--- src/rtl/uart_rx_port_if.sv ---
// Consumer-side port bundle of the UART receiver: holding register, pop strobe and status.
// The receiver is the master; the core-side reader is the slave.
interface uart_rx_port_if;
    logic       rx_read;
    logic       err_clr;
    logic [7:0] rx_data;
    logic       rx_valid;
    logic       frame_err;
    logic       overrun;
    logic       busy;

    modport master (
        input  rx_read,
        input  err_clr,
        output rx_data,
        output rx_valid,
        output frame_err,
        output overrun,
        output busy
    );

    modport slave (
        output rx_read,
        output err_clr,
        input  rx_data,
        input  rx_valid,
        input  frame_err,
        input  overrun,
        input  busy
    );
endinterface

--- src/rtl/uart_rx_port.sv ---
// 8N1 UART receiver with a one-byte holding register and sticky framing/overrun flags.
// Runs entirely in the clk_core domain; the rx pin is double-synchronised before use.
module uart_rx_port #(
    parameter int unsigned CLKS_PER_BIT = 345,
    parameter int unsigned CNT_W        = 16
) (
    input  logic                  clk_core,
    input  logic                  reset,
    input  logic                  rx,
    uart_rx_port_if.master        bus
);

    typedef enum logic [2:0] {
        IDLE  = 3'd0,
        START = 3'd1,
        DATA  = 3'd2,
        STOP  = 3'd3,
        BREAK = 3'd4
    } state_t;

    localparam logic [CNT_W-1:0] HALF_M1 = CNT_W'(CLKS_PER_BIT / 2 - 1);
    localparam logic [CNT_W-1:0] FULL_M1 = CNT_W'(CLKS_PER_BIT - 1);
    localparam logic [CNT_W-1:0] CNT_ONE = CNT_W'(1);
    localparam logic [CNT_W-1:0] CNT_ZERO = CNT_W'(0);

    state_t           state_q, state_d;
    logic [CNT_W-1:0] cnt_q, cnt_d;
    logic [2:0]       idx_q, idx_d;
    logic [7:0]       shift_q, shift_d;
    logic             sync1_q, rx_s_q;
    logic [7:0]       rx_data_q, rx_data_d;
    logic             rx_valid_q, rx_valid_d;
    logic             frame_err_q, frame_err_d;
    logic             overrun_q, overrun_d;
    logic             busy_q, busy_d;
    logic             commit_s;
    logic             ferr_set_s;
    logic             ovr_set_s;

    // Frame sequencing: every decision is taken when the bit counter reaches zero (mid-bit).
    always_comb begin
        state_d    = state_q;
        cnt_d      = cnt_q;
        idx_d      = idx_q;
        shift_d    = shift_q;
        commit_s   = 1'b0;
        ferr_set_s = 1'b0;
        case (state_q)
            IDLE: begin
                if (!rx_s_q) begin
                    state_d = START;
                    cnt_d   = HALF_M1;
                end else begin
                    state_d = IDLE;
                end
            end
            START: begin
                if (cnt_q != CNT_ZERO) begin
                    cnt_d = cnt_q - CNT_ONE;
                end else if (rx_s_q) begin
                    state_d = IDLE;
                end else begin
                    state_d = DATA;
                    cnt_d   = FULL_M1;
                    idx_d   = 3'd0;
                end
            end
            DATA: begin
                if (cnt_q != CNT_ZERO) begin
                    cnt_d = cnt_q - CNT_ONE;
                end else begin
                    shift_d = {rx_s_q, shift_q[7:1]};
                    cnt_d   = FULL_M1;
                    if (idx_q == 3'd7) begin
                        state_d = STOP;
                    end else begin
                        idx_d = idx_q + 3'd1;
                    end
                end
            end
            STOP: begin
                if (cnt_q != CNT_ZERO) begin
                    cnt_d = cnt_q - CNT_ONE;
                end else if (rx_s_q) begin
                    commit_s = 1'b1;
                    state_d  = IDLE;
                end else begin
                    ferr_set_s = 1'b1;
                    state_d    = BREAK;
                end
            end
            BREAK: begin
                if (rx_s_q) begin
                    state_d = IDLE;
                end else begin
                    state_d = BREAK;
                end
            end
            default: begin
                state_d = IDLE;
            end
        endcase
    end

    // Holding register and sticky flags; a read coinciding with a commit swaps in the new byte.
    always_comb begin
        rx_data_d  = rx_data_q;
        rx_valid_d = rx_valid_q;
        ovr_set_s  = 1'b0;
        if (commit_s) begin
            if (!rx_valid_q) begin
                rx_data_d  = shift_q;
                rx_valid_d = 1'b1;
            end else if (bus.rx_read) begin
                rx_data_d  = shift_q;
            end else begin
                ovr_set_s  = 1'b1;
            end
        end else if (bus.rx_read && rx_valid_q) begin
            rx_valid_d = 1'b0;
        end else begin
            rx_valid_d = rx_valid_q;
        end

        if (ferr_set_s) begin
            frame_err_d = 1'b1;
        end else if (bus.err_clr) begin
            frame_err_d = 1'b0;
        end else begin
            frame_err_d = frame_err_q;
        end

        if (ovr_set_s) begin
            overrun_d = 1'b1;
        end else if (bus.err_clr) begin
            overrun_d = 1'b0;
        end else begin
            overrun_d = overrun_q;
        end

        busy_d = (state_d != IDLE);
    end

    // State register; the synchroniser presets to idle-high so reset never looks like a start bit.
    always_ff @(posedge clk_core) begin
        if (reset) begin
            state_q     <= IDLE;
            cnt_q       <= CNT_ZERO;
            idx_q       <= 3'd0;
            shift_q     <= 8'd0;
            sync1_q     <= 1'b1;
            rx_s_q      <= 1'b1;
            rx_data_q   <= 8'd0;
            rx_valid_q  <= 1'b0;
            frame_err_q <= 1'b0;
            overrun_q   <= 1'b0;
            busy_q      <= 1'b0;
        end else begin
            state_q     <= state_d;
            cnt_q       <= cnt_d;
            idx_q       <= idx_d;
            shift_q     <= shift_d;
            sync1_q     <= rx;
            rx_s_q      <= sync1_q;
            rx_data_q   <= rx_data_d;
            rx_valid_q  <= rx_valid_d;
            frame_err_q <= frame_err_d;
            overrun_q   <= overrun_d;
            busy_q      <= busy_d;
        end
    end

    assign bus.rx_data   = rx_data_q;
    assign bus.rx_valid  = rx_valid_q;
    assign bus.frame_err = frame_err_q;
    assign bus.overrun   = overrun_q;
    assign bus.busy      = busy_q;

endmodule

--- src/flat_wrapper.sv ---
// flat-port wrapper written by rule: the top's interface ports become plain ports
module uart_rx_port_flat 
#(
    parameter int unsigned CLKS_PER_BIT = 345,
    parameter int unsigned CNT_W        = 16
)
  (clk_core, reset, rx, bus_rx_read, bus_err_clr, bus_rx_data, bus_rx_valid, bus_frame_err, bus_overrun, bus_busy);
  uart_rx_port_if bus_i ();
  input  logic clk_core;
  input  logic reset;
  input  logic rx;
  input wire logic [$bits(bus_i.rx_read)-1:0] bus_rx_read;
  input wire logic [$bits(bus_i.err_clr)-1:0] bus_err_clr;
  output wire logic [$bits(bus_i.rx_data)-1:0] bus_rx_data;
  output wire logic [$bits(bus_i.rx_valid)-1:0] bus_rx_valid;
  output wire logic [$bits(bus_i.frame_err)-1:0] bus_frame_err;
  output wire logic [$bits(bus_i.overrun)-1:0] bus_overrun;
  output wire logic [$bits(bus_i.busy)-1:0] bus_busy;
  assign bus_i.rx_read = bus_rx_read;
  assign bus_i.err_clr = bus_err_clr;
  assign bus_rx_data = bus_i.rx_data;
  assign bus_rx_valid = bus_i.rx_valid;
  assign bus_frame_err = bus_i.frame_err;
  assign bus_overrun = bus_i.overrun;
  assign bus_busy = bus_i.busy;
  uart_rx_port #(.CLKS_PER_BIT(CLKS_PER_BIT), .CNT_W(CNT_W)) u_core (.clk_core(clk_core), .reset(reset), .rx(rx), .bus(bus_i));
endmodule
--- config.mk ---
export PLATFORM = sky130hd
export DESIGN_NAME = uart_rx_port_flat
export DESIGN_NICKNAME = d
export VERILOG_FILES = /design/src/rtl/uart_rx_port_if.sv /design/src/rtl/uart_rx_port.sv /design/src/flat_wrapper.sv
export SDC_FILE = /design/constraint.sdc
export NUM_CORES = 1
export LEC_CHECK = 0
export CAP_MARGIN = 0
export CORE_AREA = 10 10 52 95
export CTS_CLUSTER_DIAMETER = 40
export CTS_CLUSTER_SIZE = 16
export DETAILED_ROUTE_END_ITERATION = 6
export DIE_AREA = 0 0 62 105
export GPL_ROUTABILITY_DRIVEN = 0
export PLACE_DENSITY = 0.81
export SYNTH_ARGS = -nofsm -noshare
export SYNTH_HDL_FRONTEND = slang
export SYNTH_SLANG_ARGS = --single-unit
--- constraint.sdc ---
create_clock -name clk_core -period 6.8 [get_ports clk_core]
set_input_delay 1.36 -clock clk_core [delete_from_list [all_inputs] [get_ports clk_core]]
set_output_delay 1.36 -clock clk_core [all_outputs]
set_load 0.02 [all_outputs]
Yosys cells after proc, flatten, opt, wreduce, memory -nomap -nowiden
Index checks and enable logic that the tools add are counted.
{ "totals": {"reg_bits": 44, "latchBits": 0, "ramBits": 0, "mem_bits_ro": 0, "in_bits": 5, "n_memories": 0} }
{ "op_classes": {"add_sub_neg": 2, "n_mul": 0, "div": 0, "magnitude_cmp": 0, "n_eq_ne": 13, "shifts": 0, "n_mux": 35, "bitwise_logic": 1, "reduce_logical": 13} }
{ "op_table": {"columns": ["cell", "n"], "rows": [
  ["$mux W16", 5],
  ["$pmux W16 S4", 1],
  ["$mux W3", 9],
  ["$mux W8", 2],
  ["$reduce_bool A16 Y1", 1],
  ["$sub A16 B1 Y16 const B", 1],
  ["$mux W1", 15],
  ["$pmux W3 S5", 1],
  ["$ne A2 B2 Y1 const B", 6],
  ["$reduce_bool A2 Y1", 4],
  ["$eq A3 B2 Y1 const B", 2],
  ["$eq A3 B3 Y1 const B", 2],
  ["$pmux W3 S2", 1],
  ["$reduce_and A5 Y1", 1],
  ["$reduce_and A2 Y1", 2],
  ["$reduce_and A4 Y1", 1],
  ["$reduce_bool A4 Y1", 1],
  ["$add A3 B1 Y3 const B", 1],
  ["$eq A3 B1 Y1 const B", 1],
  ["$logic_not A3 Y1", 1],
  ["$ne A3 B3 Y1 const B", 1],
  ["$reduce_bool A3 Y1", 1],
  ["$mux W2", 1],
  ["$ne A2 B1 Y1 const B", 1],
  ["2 further kinds", 2]
]} }

Depth between registers and ports, before layout
{ "logic_depth": {"depth_word": 5, "mapped_depth": 8, "mapped_depth_nobuf": 7} }

Worst setup path after synthesis
OpenSTA, ideal clock, no wires.
{ "synth_timing": {"path_type": "reg2reg", "startpoint": "register u_core.cnt_q[0]", "endpoint": "register u_core.cnt_q[10]", "setup_ns": 0.127, "arrival_ns": 2.229, "t_required_ns": 6.673, "path_slack_ns": 4.444, "path_stages_with_launch": 9, "path_buffers": 1, "path_cell_list": "dfxtp_1 -> inv_1 -> ha_1 -> or4b_1 -> or4_1 -> buf_2 -> a2bb2oi_1 -> o21bai_2 -> nor2_1"} }
{ "synth_via": {"elab_chain_cells": 3, "word_cells_on_any_way": 9, "classes_between": "add/sub: 1; eq/ne: 2; mux: 4; reduce/logical: 2"} }
{ "synth_lines": {"columns": ["item", "line", "text"], "rows": [
  ["from (decl)", "uart_rx_port.sv:27", "logic [CNT_W-1:0] cnt_q, cnt_d;"],
  ["from (signal assigned)", "uart_rx_port.sv:160", "cnt_q <= cnt_d;"],
  ["$sub A16 B1 Y16 / $reduce_bool A16 Y1 (equally long branches)", null, null],
  ["$mux W16 (tied with other cells)", "uart_rx_port.sv:82", "if (cnt_q != CNT_ZERO) begin"],
  ["$pmux W16 S4 / $reduce_and A4 Y1 (equally long branches)", null, null]
]} }
Several ways; a longest one is shown, not always the timed one. The select of a mux whose other input is x is not followed.
A chain may end at the register's enable or synchronous reset.

Worst setup path in the final report
{ "layout_timing": {"startpoint": "register u_core.cnt_q[0]", "endpoint": "register u_core.cnt_q[11]"} }
The elaborated chain is that of the path after synthesis.

==> flow_summary.yaml <==
timing:
  timing.final.hold_violations: 0
  setup_viol_count_final: 0
  max_clock_freq_mhz: 364
  worst_clock_skew_ns: 0.00468
  layout_setup_ws_ns: 4.05
  final.hold.worst_slack_ns: 0.426
  timing.setup.tns_ns: 0
  worst_margin_slew_ns: 0.799
  finalCriticalPeriod_ns: 2.75
  timing.final.crit_share: 0.404
  worst_slew_margin_rel: 0.466
  slew_violations: 0
  rsz_0062_raised_after_global_routing: "false"
clocking:
  cts_made_buffers: 5
  number_of_gates_resized_after_cts: 0
  clk_root_buffer_cell: "sky130_fd_sc_hd__clkbuf_8"
  cts_htree_levels: 2
  cts-hold-fix-buffers: 0
  postCtsSetupBuffers: 0
  clock-sinks: 44
  clk_latency_ns: 0.30
  maximum_count_of_clock_buffers_along_a_single_path: 2
  clk_pin_slew_worst_paths_ns: 0.08
  cts_tree: "yes"
floorplan:
  num_io_pins: 17
  std_cell_rows: 30
  die_height_um: 105
  die_w_um: 62
  dieArea_sq_mm: 0.00651
  floorplan.core_area_sq_mm: 0.00342
  floorplan.initialDensity: 0.599
worst_setup_path:
  r2r-end: "u_core.cnt_q[11]"
  regToRegStartpoint: "u_core.cnt_q[0]"
  crit_path_max_incr_delay_ns: 0.78
  worst-endpoint-required_ns: 6.98
  timing.critical_path.cells: "inv_1, ha_1, or4b_1, or4_1, a2bb2oi_1, o21bai_2, nor2_1"
  setup.worst_path.end_class: "register"
  rr_worst_depth: 7
  worst_ep_arrival_time_ns: 2.93
  r2r_setup_slack_ns: 4.05
  crit_buf_inv: 1
  cp_top_family: "simple AND/OR/NAND/NOR gates"
  start_kind: "register"
  crit_fanout: 8
  critical_path_class: "register to register"
  crit_path_top_delay_cell: "sky130_fd_sc_hd__or4_1"
placement:
  post-place-ws_ns: 4.02
  place_hpwl_um: 3340
  io_buffer_count: 16
  postPlaceCellArea_sq_mm: 0.00224
cells_and_area:
  postLayoutCoreUtil: 0.686
  final_layout_size_suffix_gt1_frac: 0.0873
  layout-area-overhead-vs-synth_pct: 14.5
  layout_commonest_cell: "sky130_fd_sc_hd__dfxtp_1"
  final_design_area_no_fill_sq_mm: 0.00234
  finalNetCount: 260
  layout_common_cells: "sky130_fd_sc_hd__dfxtp_1, sky130_fd_sc_hd__a21oi_1, sky130_fd_sc_hd__nand2_1, sky130_fd_sc_hd__nor2_1, sky130_fd_sc_hd__clkdlybuf4s50_1"
  num_antenna_cells: 0
global_routing:
  largest_net_degree_at_the_start_of_global_routing: 37
  grt_usage: 0.153
  global_route.overflow_total: 0
  number_of_antenna_violations_at_the_first_check_in_global_routing: 0
  grt_first_pass_wirelength_um: 7850
  first_global_vias: 1791
synthesis:
  synth_area_per_cell_sq_um: 8.64
  adder_and_majority_cell_fraction_of_the_synthesized_area: 0.0244
  post_synth_arst_share: 0
  synth_compound_gate_area_share: 0.197
  count_of_flip_flops_with_a_built_in_enable_after_synthesis: 0
  netlist-cell-type-count: 42
  synth.cell_area_sq_mm: 0.00205
  yosysTopAreaCellShare: 0.430
  synth_top_cell_by_area: "sky130_fd_sc_hd__dfxtp_1"
  synth_warnings: 0
  synth_sequential_area_ratio: 0.430
  synth.net_count: 246
  synth_cells: 237
  synth_area_leaders: "sky130_fd_sc_hd__dfxtp_1, sky130_fd_sc_hd__a21oi_1, sky130_fd_sc_hd__nand2_1"
  xor_xnor_share_of_the_synthesized_area: 0.0171
  largest_family_of_logic_cells_by_synthesized_area: "simple AND/OR/NAND/NOR gates"
  synth.mux.area_fraction: 0.0489
  yosys.area_share.simple: 0.249
  synth_seq_cells: 44
  synth-main-ff-cell: "sky130_fd_sc_hd__dfxtp_1"
drt:
  via_per_inst: 5.95
  route.antenna.remaining_nets: 0
  detail_route.wirelength_um: 4620
  routed_via_count: 1786
  detail_route.wl_per_cell_um: 15.4
  drt_pass1_iterations: 4
  drc: 0
  drtIter0Drc: 58
power_and_ir_drop:
  switching_share: 0.309
  cellInternalPower_mw: 0.436
  power.share.clock: 0.311
  net-switching-power_mw: 0.195
  power_frac_seq: 0.449
  power_frac_comb: 0.240
  power.ir.vdd_worst_mv: 0.253
  leakagePower_nw: 0.910
  powerDensity_mw_per_mm2: 269
worst_hold_path:
  hp-class: "register to register"
  min_delay_worst_endpoint: "u_core.rx_s_q"
  hold_path_depth: 1
  worstHoldStart: "u_core.sync1_q"
job:
  cap_violations: 0
run_status:
  outcome: "finished clean"
## power by group through the flow
stage | clock (mW) | combinational, mW | sequential [mW]
2_1_floorplan | 0 | 0.122 | 0.285
3_3_place_gp | 0 | 0.146 | 0.288
3_5_place_dp | 0 | 0.147 | 0.289
4_1_cts | 0.199 | 0.149 | 0.283
5_1_grt | 0.208 | 0.168 | 0.285
6_report | 0.196 | 0.152 | 0.283
## worst max-delay path by stage
stage | start | end | cells past startpoint
2_1_floorplan | u_core.cnt_q[0] | u_core.cnt_q[10] | 8
3_3_place_gp | reset | u_core.bus.busy | 5
3_5_place_dp | bus_rx_read | u_core.bus.rx_data[2] | 5
4_1_cts | u_core.cnt_q[0] | u_core.cnt_q[11] | 7
5_1_grt | u_core.cnt_q[0] | u_core.cnt_q[10] | 7
6_report | u_core.cnt_q[0] | u_core.cnt_q[11] | 7
## Yosys cell counts, types with 2 or more instances
library cell                number
sky130_fd_sc_hd__o21ai_1         3
sky130_fd_sc_hd__buf_2           3
sky130_fd_sc_hd__nor4_1          4
sky130_fd_sc_hd__o31ai_1         3
sky130_fd_sc_hd__a211o_1         2
sky130_fd_sc_hd__nand3_1         7
sky130_fd_sc_hd__clkbuf_1        8
sky130_fd_sc_hd__a21oi_1        28
sky130_fd_sc_hd__o41ai_1         2
sky130_fd_sc_hd__mux2i_1        10
sky130_fd_sc_hd__a311oi_1        3
sky130_fd_sc_hd__a31oi_1         2
sky130_fd_sc_hd__nor3_1          5
sky130_fd_sc_hd__a211oi_1        2
sky130_fd_sc_hd__or3_1           4
sky130_fd_sc_hd__a2bb2oi_1       3
sky130_fd_sc_hd__xnor2_1         4
sky130_fd_sc_hd__nor3_4          2
sky130_fd_sc_hd__inv_1           6
sky130_fd_sc_hd__dfxtp_1        44
sky130_fd_sc_hd__a2111oi_0       2
sky130_fd_sc_hd__or4_1           3
sky130_fd_sc_hd__o21ai_0         7
sky130_fd_sc_hd__nand2b_1        5
sky130_fd_sc_hd__or4_4           3
sky130_fd_sc_hd__nand2_1        27
sky130_fd_sc_hd__nor2_1         24
sky130_fd_sc_hd__ha_1            4
sky130_fd_sc_hd__or2_2           4
## per-stage QoR
stage | std cells | total power [mW]
after floorplan | 237 | 0.406
after global placement | 292 | 0.434
after detailed placement | 292 | 0.436
after CTS | 300 | 0.631
after global routing | 300 | 0.661
final | 300 | 0.631
## registers in the layout (all words and copies together) (netlist names)
register,count
u_core.bus.overrun,1
u_core.sync1_q,1
u_core.shift_q,8
u_core.rx_s_q,1
u_core.bus.rx_data,8
u_core.state_q,3
u_core.idx_q,3
u_core.cnt_q,16
u_core.bus.frame_err,1
u_core.bus.busy,1
u_core.bus.rx_valid,1
## routing by layer
layer  routed length (um)  vias up  GRT usage  share of wire
li1                     -      883          -              -
met1                 1730      850      0.146           0.38
met2                 2590       38      0.273           0.56
met3                  120       15     0.0279          0.026
met4                  178        0      0.101          0.039
met5                    0        -          0              0
## kinds of logic after synthesis
logic type      after synthesis
compound gates               64
xor+xnor                      4
buf+inv                      17
fa+ha+maj                     4
mux                          10
flops                        44
simple gates                 94
## cell type report
class / count / area [sq um]
clock inverter: 2 / 35.0
tap: 48 / 60.1
clock buffer: 6 / 72.6
fill: 281 / 1070
timing repair buffer: 18 / 175
multi-input combinational: 176 / 1100
sequential: 44 / 881
inverter: 6 / 22.5
No activity file was read; power rests on OpenSTA's default activity.
